<file path="src/rtl/snake_score_counter.sv">
// Snake game score counter. It accumulates a packed 4-digit BCD score and tracks the session high score.
// It also drives the scoreboard display value and blinks score/high score after game over.
module snake_score_counter #(
   parameter int SCORE_WIDTH  = 16,
   parameter int POINTS       = 1,
   parameter int BLINK_CYCLES = 50000000
) (
   input  logic                   i_Clk,
   input  logic                   i_Rst,
   input  logic                   i_Start,
   input  logic                   i_Eat,
   input  logic                   i_GameOver,
   output logic [SCORE_WIDTH-1:0] o_Score,
   output logic [SCORE_WIDTH-1:0] o_HighScore,
   output logic [SCORE_WIDTH-1:0] o_Display,
   output logic [1:0]             o_State,
   output logic                   o_NewHigh
);

   localparam logic [1:0] ST_IDLE = 2'b00;
   localparam logic [1:0] ST_PLAY = 2'b01;
   localparam logic [1:0] ST_OVER = 2'b10;

   localparam int              CNT_W    = (BLINK_CYCLES > 2) ? $clog2(BLINK_CYCLES) : 1;
   localparam logic [CNT_W-1:0] CNT_LAST = CNT_W'(BLINK_CYCLES - 1);
   localparam logic [4:0]      PTS      = 5'(POINTS);

   logic [1:0]             r_State;
   logic [SCORE_WIDTH-1:0] r_Score;
   logic [SCORE_WIDTH-1:0] r_High;
   logic [SCORE_WIDTH-1:0] r_Display;
   logic                   r_NewHigh;
   logic [CNT_W-1:0]       r_Cnt;
   logic                   r_Phase;

   logic [1:0]             w_NState;
   logic [SCORE_WIDTH-1:0] w_NScore;
   logic [SCORE_WIDTH-1:0] w_NHigh;
   logic [SCORE_WIDTH-1:0] w_NDisplay;
   logic                   w_NNewHigh;
   logic [CNT_W-1:0]       w_NCnt;
   logic                   w_NPhase;
   logic [SCORE_WIDTH-1:0] w_Sum;
   logic [SCORE_WIDTH-1:0] w_Added;
   logic                   w_CarryOut;

   // Ripple decimal carry through all four digits; a carry out of the top digit means saturation.
   always_comb begin : bcd_add
      logic [4:0] v_dig;
      logic       v_c;
      v_c   = 1'b0;
      v_dig = '0;
      w_Sum = '0;
      for (int d = 0; d < 4; d++) begin
         v_dig = {1'b0, r_Score[4*d +: 4]} + ((d == 0) ? PTS : 5'd0) + {4'd0, v_c};
         if (v_dig > 5'd9) begin
            w_Sum[4*d +: 4] = 4'(v_dig - 5'd10);
            v_c             = 1'b1;
         end else begin
            w_Sum[4*d +: 4] = v_dig[3:0];
            v_c             = 1'b0;
         end
      end
      w_CarryOut = v_c;
   end

   assign w_Added = w_CarryOut ? 16'h9999 : w_Sum;

   always_comb begin
      w_NState   = r_State;
      w_NScore   = r_Score;
      w_NHigh    = r_High;
      w_NNewHigh = r_NewHigh;
      w_NCnt     = r_Cnt;
      w_NPhase   = r_Phase;
      case (r_State)
         ST_IDLE: begin
            if (i_Start) begin
               w_NState = ST_PLAY;
               w_NScore = '0;
            end
         end
         ST_PLAY: begin
            if (i_Eat) w_NScore = w_Added;
            // The high-score compare sees the post-add score when eat and game over coincide.
            if (i_GameOver) begin
               w_NState = ST_OVER;
               w_NCnt   = '0;
               w_NPhase = 1'b0;
               if (w_NScore > r_High) begin
                  w_NHigh    = w_NScore;
                  w_NNewHigh = 1'b1;
               end else begin
                  w_NNewHigh = 1'b0;
               end
            end
         end
         ST_OVER: begin
            if (i_Start) begin
               w_NState   = ST_PLAY;
               w_NScore   = '0;
               w_NNewHigh = 1'b0;
               w_NCnt     = '0;
               w_NPhase   = 1'b0;
            end else if (r_Cnt == CNT_LAST) begin
               w_NCnt   = '0;
               w_NPhase = ~r_Phase;
            end else begin
               w_NCnt = r_Cnt + 1'b1;
            end
         end
         default: w_NState = ST_IDLE;
      endcase
   end

   always_comb begin
      w_NDisplay = w_NHigh;
      case (w_NState)
         ST_PLAY: w_NDisplay = w_NScore;
         ST_OVER: w_NDisplay = w_NPhase ? w_NHigh : w_NScore;
         default: w_NDisplay = w_NHigh;
      endcase
   end

   always_ff @(posedge i_Clk) begin
      if (i_Rst) begin
         r_State   <= ST_IDLE;
         r_Score   <= '0;
         r_High    <= '0;
         r_Display <= '0;
         r_NewHigh <= 1'b0;
         r_Cnt     <= '0;
         r_Phase   <= 1'b0;
      end else begin
         r_State   <= w_NState;
         r_Score   <= w_NScore;
         r_High    <= w_NHigh;
         r_Display <= w_NDisplay;
         r_NewHigh <= w_NNewHigh;
         r_Cnt     <= w_NCnt;
         r_Phase   <= w_NPhase;
      end
   end

   assign o_Score     = r_Score;
   assign o_HighScore = r_High;
   assign o_Display   = r_Display;
   assign o_State     = r_State;
   assign o_NewHigh   = r_NewHigh;

endmodule

</file>
<file path="config.mk">
export PLATFORM = sky130hd
export DESIGN_NAME = snake_score_counter
export DESIGN_NICKNAME = d
export VERILOG_FILES = /design/src/rtl/snake_score_counter.sv
export SDC_FILE = /design/constraint.sdc
export NUM_CORES = 1
export LEC_CHECK = 0
export BUFFER_PORTS_ARGS = -buffer_cell sky130_fd_sc_hd__buf_4
export CAP_MARGIN = 20
export CORE_ASPECT_RATIO = 2
export CORE_UTILIZATION = 45
export CTS_CLUSTER_DIAMETER = 50
export DETAILED_ROUTE_END_ITERATION = 16
export GPL_TIMING_DRIVEN = 0
export PLACE_DENSITY_LB_ADDON = 0.3
export SKIP_CTS_REPAIR_TIMING = 1
export SYNTH_ARGS = -nofsm -noshare
export SYNTH_HDL_FRONTEND = slang
export SYNTH_SLANG_ARGS = --single-unit
export TNS_END_PERCENT = 1
</file>
<file path="constraint.sdc">
create_clock -name i_Clk -period 19.76 [get_ports i_Clk]
set_input_delay 2.964 -clock i_Clk [delete_from_list [all_inputs] [get_ports i_Clk]]
set_output_delay 2.964 -clock i_Clk [all_outputs]
set_load 0.01 [all_outputs]
</file>
Yosys cells after proc, flatten, opt, wreduce, memory -nomap -nowiden
Index checks and enable logic that the tools add are counted.
{ "op_classes": {"div_mod_pow": 0, "n_shift": 0, "reduce_logical": 5, "bitwise_logic": 1, "eq_ne": 7, "addsub": 9, "mul": 0, "mux": 33, "magnitude_cmp": 5} }
{ "op_table": {"columns": ["op", "n"], "rows": [
  ["16-bit 2-to-1 mux", 8],
  ["26-bit 2-to-1 mux", 3],
  ["16-bit case mux with 2 select lines", 2],
  ["26-bit case mux with 2 select lines", 1],
  ["26-bit by 1-bit adder with 26-bit output (second input constant)", 1],
  ["26-bit == test (second input constant)", 1],
  ["5-bit by 4-bit greater-than comparator with 1-bit output (second input constant)", 4],
  ["16-bit greater-than comparator", 1],
  ["4-bit 2-to-1 mux", 4],
  ["4-bit subtractor (second input constant)", 4],
  ["4-bit by 1-bit adder with 5-bit output", 3],
  ["1-bit 2-to-1 mux", 10],
  ["4-bit by 1-bit adder with 5-bit output (second input constant)", 1],
  ["2-bit by 1-bit == test with 1-bit output (second input constant)", 2],
  ["2-bit == test (second input constant)", 2],
  ["2-bit 2-to-1 mux", 2],
  ["2-bit != test (second input constant)", 2],
  ["1-bit case mux with 2 select lines", 2],
  ["2-bit case mux with 2 select lines", 1],
  ["3-bit AND reduction", 1],
  ["2-bit logical NOT", 1],
  ["2-bit AND reduction", 1],
  ["2-bit nonzero test", 1],
  ["2-bit OR reduction", 1],
  ["1-bit NOT", 1]
]} }
{ "word_totals": {"n_memories": 0, "rom_bits": 0, "output_inout_bits": 51, "input_bits": 5, "reg_bits": 78, "wordCells": 67, "latchBits": 0, "ram_bits": 0} }

Longest topological paths before layout
{ "depth": {"depth_word": 21, "ltp_mapped": 35, "ltp_nobuf": 33} }

Least setup slack after synthesis
Ideal clock, no wire load.
{ "synth_path": {"kind": "register to register", "startpoint": "register r_Score[0], in the netlist o_Score[0]", "endpoint": "register r_Display[10], in the netlist o_Display[10]", "path_stages_with_launch": 34, "setup_time_ns": 0.120, "path_slack_ns": 11.954, "arrival_ns": 7.686, "n_path_buf": 2, "period_less_slack_ns": 7.806, "required_time_ns": 19.640, "path_cell_list": "dfxtp_1 > ha_1 > xnor2_1 > ha_1 > nand2b_1 > a32oi_1 > nand2_1 > o2bb2ai_1 > ha_1 > ha_1 > or2_2 > a21oi_1 > a311oi_1 > ha_1 > ha_1 > or2_2 > a21oi_1 > nor3_1 > ha_1 > ha_1 > nand2b_1 > a31o_2 > a31oi_1 > clkbuf_1 > a22oi_1 > ha_1 > a21oi_1 > o21a_1 > nor3_1 > or4b_2 > o2111ai_2 > buf_2 > mux2i_1 > o2bb2ai_1"} }
{ "synth_via": {"elab_chain_cells": 21, "elab_cells_between_ends": 30, "classes_between": "add/sub (8); order compare (5); mux (17)"} }
{ "synth_lines": {"columns": ["element", "line_no", "text"], "rows": [
  ["from (decl)", "29", "logic [SCORE_WIDTH-1:0] r_Score;"],
  ["from (signal assigned)", "136", "r_Score <= w_NScore;"],
  ["4-bit by 1-bit adder with 5-bit output", "55", "v_dig = {1'b0, r_Score[4*d +: 4]} + ((d == 0) ? PTS : 5'd0) + {4'd0, v_c};"],
  ["5-bit by 4-bit greater-than comparator with 1-bit output", "56", "if (v_dig > 5'd9) begin"],
  ["1-bit 2-to-1 mux", "56", null],
  ["4-bit by 1-bit adder with 5-bit output", "55", null],
  ["5-bit by 4-bit greater-than comparator with 1-bit output", "56", null],
  ["1-bit 2-to-1 mux", "56", null],
  ["4-bit by 1-bit adder with 5-bit output", "55", null],
  ["5-bit by 4-bit greater-than comparator with 1-bit output", "56", null],
  ["[5 not listed]", null, null],
  ["16-bit 2-to-1 mux (*)", "84", "if (i_Eat) w_NScore = w_Added;"],
  ["16-bit 2-to-1 mux (*)", "76", "case (r_State)"],
  ["16-bit greater-than comparator", "90", "if (w_NScore > r_High) begin"],
  ["16-bit 2-to-1 mux", "90", null],
  ["16-bit 2-to-1 mux", "86", "if (i_GameOver) begin"],
  ["16-bit 2-to-1 mux", "76", null],
  ["16-bit 2-to-1 mux", "120", "ST_OVER: w_NDisplay = w_NPhase ? w_NHigh : w_NScore;"],
  ["16-bit case mux with 2 select lines (*)", "118", "case (w_NState)"],
  ["to (signal assigned)", "138", "r_Display <= w_NDisplay;"],
  ["to (decl)", "31", "logic [SCORE_WIDTH-1:0] r_Display;"]
]} }
Mark *: on every way between the ends. The rest lies on a longest branch, timed or not. The select of a mux whose other input is x is not followed.
A chain may end at the register's enable or synchronous reset.

Final worst setup path
{ "layout_path": {"startpoint": "register r_Score[0], in the netlist o_Score[0]", "endpoint": "register r_Display[3], in the netlist o_Display[3]"} }
The elaborated chain is that of the path after synthesis.

==> flow_metrics.env <==
export IMPL_hold_end="r_Cnt[21]"
export IMPL_start_util_pct=46.4
export IMPL_ir_worst_vdd_v=0.0000536
export IMPL_path_common_cell="ha_1"
export IMPL_cts_buffer_depth=2
export IMPL_num_rows=51
export IMPL_fin_nets=643
export IMPL_reg2reg_depth=33
export IMPL_min_path_type="flop to flop"
export IMPL_dp_hpwl_um=9330
export IMPL_fin_area_um2=5380
export IMPL_yosys_register_bits=78
export IMPL_port_buffers=54
export IMPL_arrival_ns=9.88
export IMPL_wl_um=12000
export IMPL_post_drt_via_cell_ratio=5.55
export IMPL_grt_pass1_vias=4176
export IMPL_place_area_um2=5070
export IMPL_stdcell_count=740
export IMPL_timing_fmax_mhz=103
export IMPL_drt_initial_drc_count=223
export IMPL_antenna_found_initial=0
export IMPL_drive_gt1_share_pct=14.5
export IMPL_synth_edf_count=0
export IMPL_min_from="r_Cnt[21]"
export IMPL_start_kind="flop"
export IMPL_io_pin_count=56
export IMPL_maxCapViolations=0
export IMPL_final_hold_violation_count=0
export IMPL_wire_per_inst_um=16.2
export IMPL_synth_area_um2=4500
export IMPL_syn_inst=538
export IMPL_cts_clk_slew_worst_paths_ns=0.06
export IMPL_drc=0
export IMPL_clkSinkCount=78
export IMPL_reg2reg_setup_slack_ns=10.08
export IMPL_timing_rr_end="o_Display[3]"
export IMPL_synthArstFlopShare_pct=0
export IMPL_crit_fanout=10
export IMPL_synth_warnings=0
export IMPL_fin_worst_skew_ns=0.00540
export IMPL_r2r_start="o_Score[0]"
export IMPL_post_route_period_util_pct=49.0
export IMPL_ys_types=57
export IMPL_worst_pin_slew_ns=0.625
export IMPL_core_area_um2=9700
export IMPL_path_class="flop to flop"
export IMPL_whs_path_depth=2
export IMPL_drtAntennaViolNets=0
export IMPL_syn_area_per_cell_um2=8.36
export IMPL_chipWidth_um=72.7
export IMPL_antenna_cells=0
export IMPL_synth_fp_nets=578
export IMPL_endpoint_kind="flop"
export IMPL_grt_pass1_wl_um=19000
export IMPL_synth_seq_area_share_pct=34.7
export IMPL_finalSetupTns_ns=0
export IMPL_max_stage_delay_ns=0.68
export IMPL_cts_tree="built"
export IMPL_numCtsBuffers=9
export IMPL_leakage_nw=2.21
export IMPL_slowest_stage="or4b_2"
export IMPL_post_route_min_period_ns=9.68
export IMPL_slew_headroom_pct=58.1
export IMPL_gp_congestion=0.920
export IMPL_outcome="complete, no violations"
export IMPL_syn2layout_area_growth_pct=19.5
export IMPL_overflow=0
export IMPL_required_ns=19.96
export IMPL_power_density_nw_per_um2=71.1
export IMPL_die_area_um2=10400
export IMPL_setup_viol_count_final=0
export IMPL_vias=4107
export IMPL_grt_max_degree=13
export IMPL_cts_root_buffer="clkbuf_16"
export IMPL_drt_first_pass_iters=5
export IMPL_track_usage_pct=23.9
export IMPL_grt_setup_unrepaired="false"
export IMPL_fin_util_pct=55.4
export IMPL_placedCellCount=724
export IMPL_die_h_um=143
export IMPL_htreeDepth=3
export IMPL_clk_latency_ns=0.33
export IMPL_synth_ff_type="dfxtp_1"
export IMPL_maxSlewViolCount=0
cell usage in the layout (no fill, tap or decap), drive strengths merged, types with 2 or more instances in the layout:
cell type / instances
o2bb2ai: 17
ha: 35
nand2b: 10
a22o: 3
or3: 5
and2: 2
a21oi: 26
o32a: 2
o21a: 4
buf: 59
mux2i: 20
o22ai: 2
a22oi: 5
or4: 2
dfxtp: 78
nor2b: 11
mux2: 3
a32oi: 3
o31ai: 2
a21o: 9
and3: 6
inv: 39
xnor2: 18
a211oi: 2
o21ai: 18
nand4: 9
or4b: 2
clkbuf: 30
or2: 3
nor2: 66
nand2: 51
xor2: 10
nor3: 17
a221o: 2
nand3: 9
a31oi: 9
o211a: 2
cells by family (layout without fill, tap and decap cells):
family	Yosys count	in the layout	synth area share [%]
and+or+nand+nor	197	197	21.1
DFF	78	78	34.7
buffers and inverters	60	130	5.29
AOI/OAI and AO/OA	117	117	18.5
muxes	23	23	5.20
adders and majority gates	35	35	9.74
xor gates and xnor gates	28	28	5.45
how the worst max path moves through the flow:
stage | startpoint | end | slack, ns | cells past startpoint
finish | o_Score[0] | o_Display[3] | 10.08 | 33
global route | o_Score[0] | o_Display[3] | 9.58 | 33
CTS | o_Score[0] | o_Display[3] | 10.12 | 33
detailed placement | o_Score[0] | o_Display[3] | 10.18 | 33
global placement | o_Score[0] | o_Display[3] | 10.25 | 33
floorplan | o_Score[0] | o_Display[10] | 11.95 | 33
per-layer routing:
layer / track usage [%] / vias to the layer above / part of all wire, %
li1: - / 2023 / -
met1: 22.0 / 1942 / 37
met2: 45.3 / 104 / 55
met3: 4.98 / 38 / 3.2
met4: 16.2 / 0 / 4.8
met5: 0 / - / 0
cell usage after synthesis (all sizes together), types with 6 or more instances:
cell / number / area share [%]
nor2: 66 / 5.5
nor3: 17 / 1.9
o21ai: 18 / 2.0
mux2i: 20 / 4.5
a21o: 9 / 1.5
dfxtp: 78 / 35
a31oi: 9 / 1.3
clkbuf: 16 / 1.3
xnor2: 18 / 3.5
inv: 39 / 3.3
and3: 6 / 0.83
nand3: 9 / 1.0
nand4: 9 / 1.3
xor2: 10 / 1.9
ha: 35 / 9.7
nor2b: 11 / 1.5
nand2b: 10 / 1.4
o2bb2ai: 17 / 3.3
nand2: 51 / 4.3
a21oi: 26 / 2.9
worst max-delay path, delay by kind of cell, from the launching register on:
family                   cells  cell delay [ns]
buffers and inverters        2             0.96
multiplexers                 1             0.30
AO/OA/AOI/OAI               12             2.79
adder cells (fa/ha/maj)      9             2.85
XOR/XNOR                     1             0.40
flip-flops                   1             0.39
AND/OR/NAND/NOR              8             1.84
area by class of cell:
class	count	area, µm²
buffer	21	91.3
clock buffer	14	294
clock inverter	2	12.5
fill	936	4320
inverter	39	146
multi-input combinational	400	2700
sequential	78	1560
tap	132	165
timing repair buffer	54	405
state kept, by name, indices dropped and copies added (netlist names):
register / count
o_State: 2
r_Phase: 1
r_Cnt: 26
o_Score: 16
o_HighScore: 16
o_NewHigh: 1
o_Display: 16
through the flow:
| stage | hold slack [ns] | setup WS (ns) | total power [mW] |
|---|---|---|---|
| finish | 0.510 | 10.08 | 0.382 |
| global placement | 0.486 | 10.25 | 0.219 |
| floorplan | 0.467 | 11.95 | 0.202 |
| CTS | 0.507 | 10.12 | 0.384 |
| global route | 0.540 | 9.58 | 0.397 |
| detailed placement | 0.499 | 10.18 | 0.220 |
power by group:
group          internal, mW  total (mW)  leakage [nW]  switching, mW
logic                0.0202      0.0539          1.42         0.0336
registers             0.160       0.163         0.629        0.00296
clock network         0.102       0.165         0.151         0.0631
total                 0.282       0.382          2.21         0.0997
(Power assumes the default switching activity.)
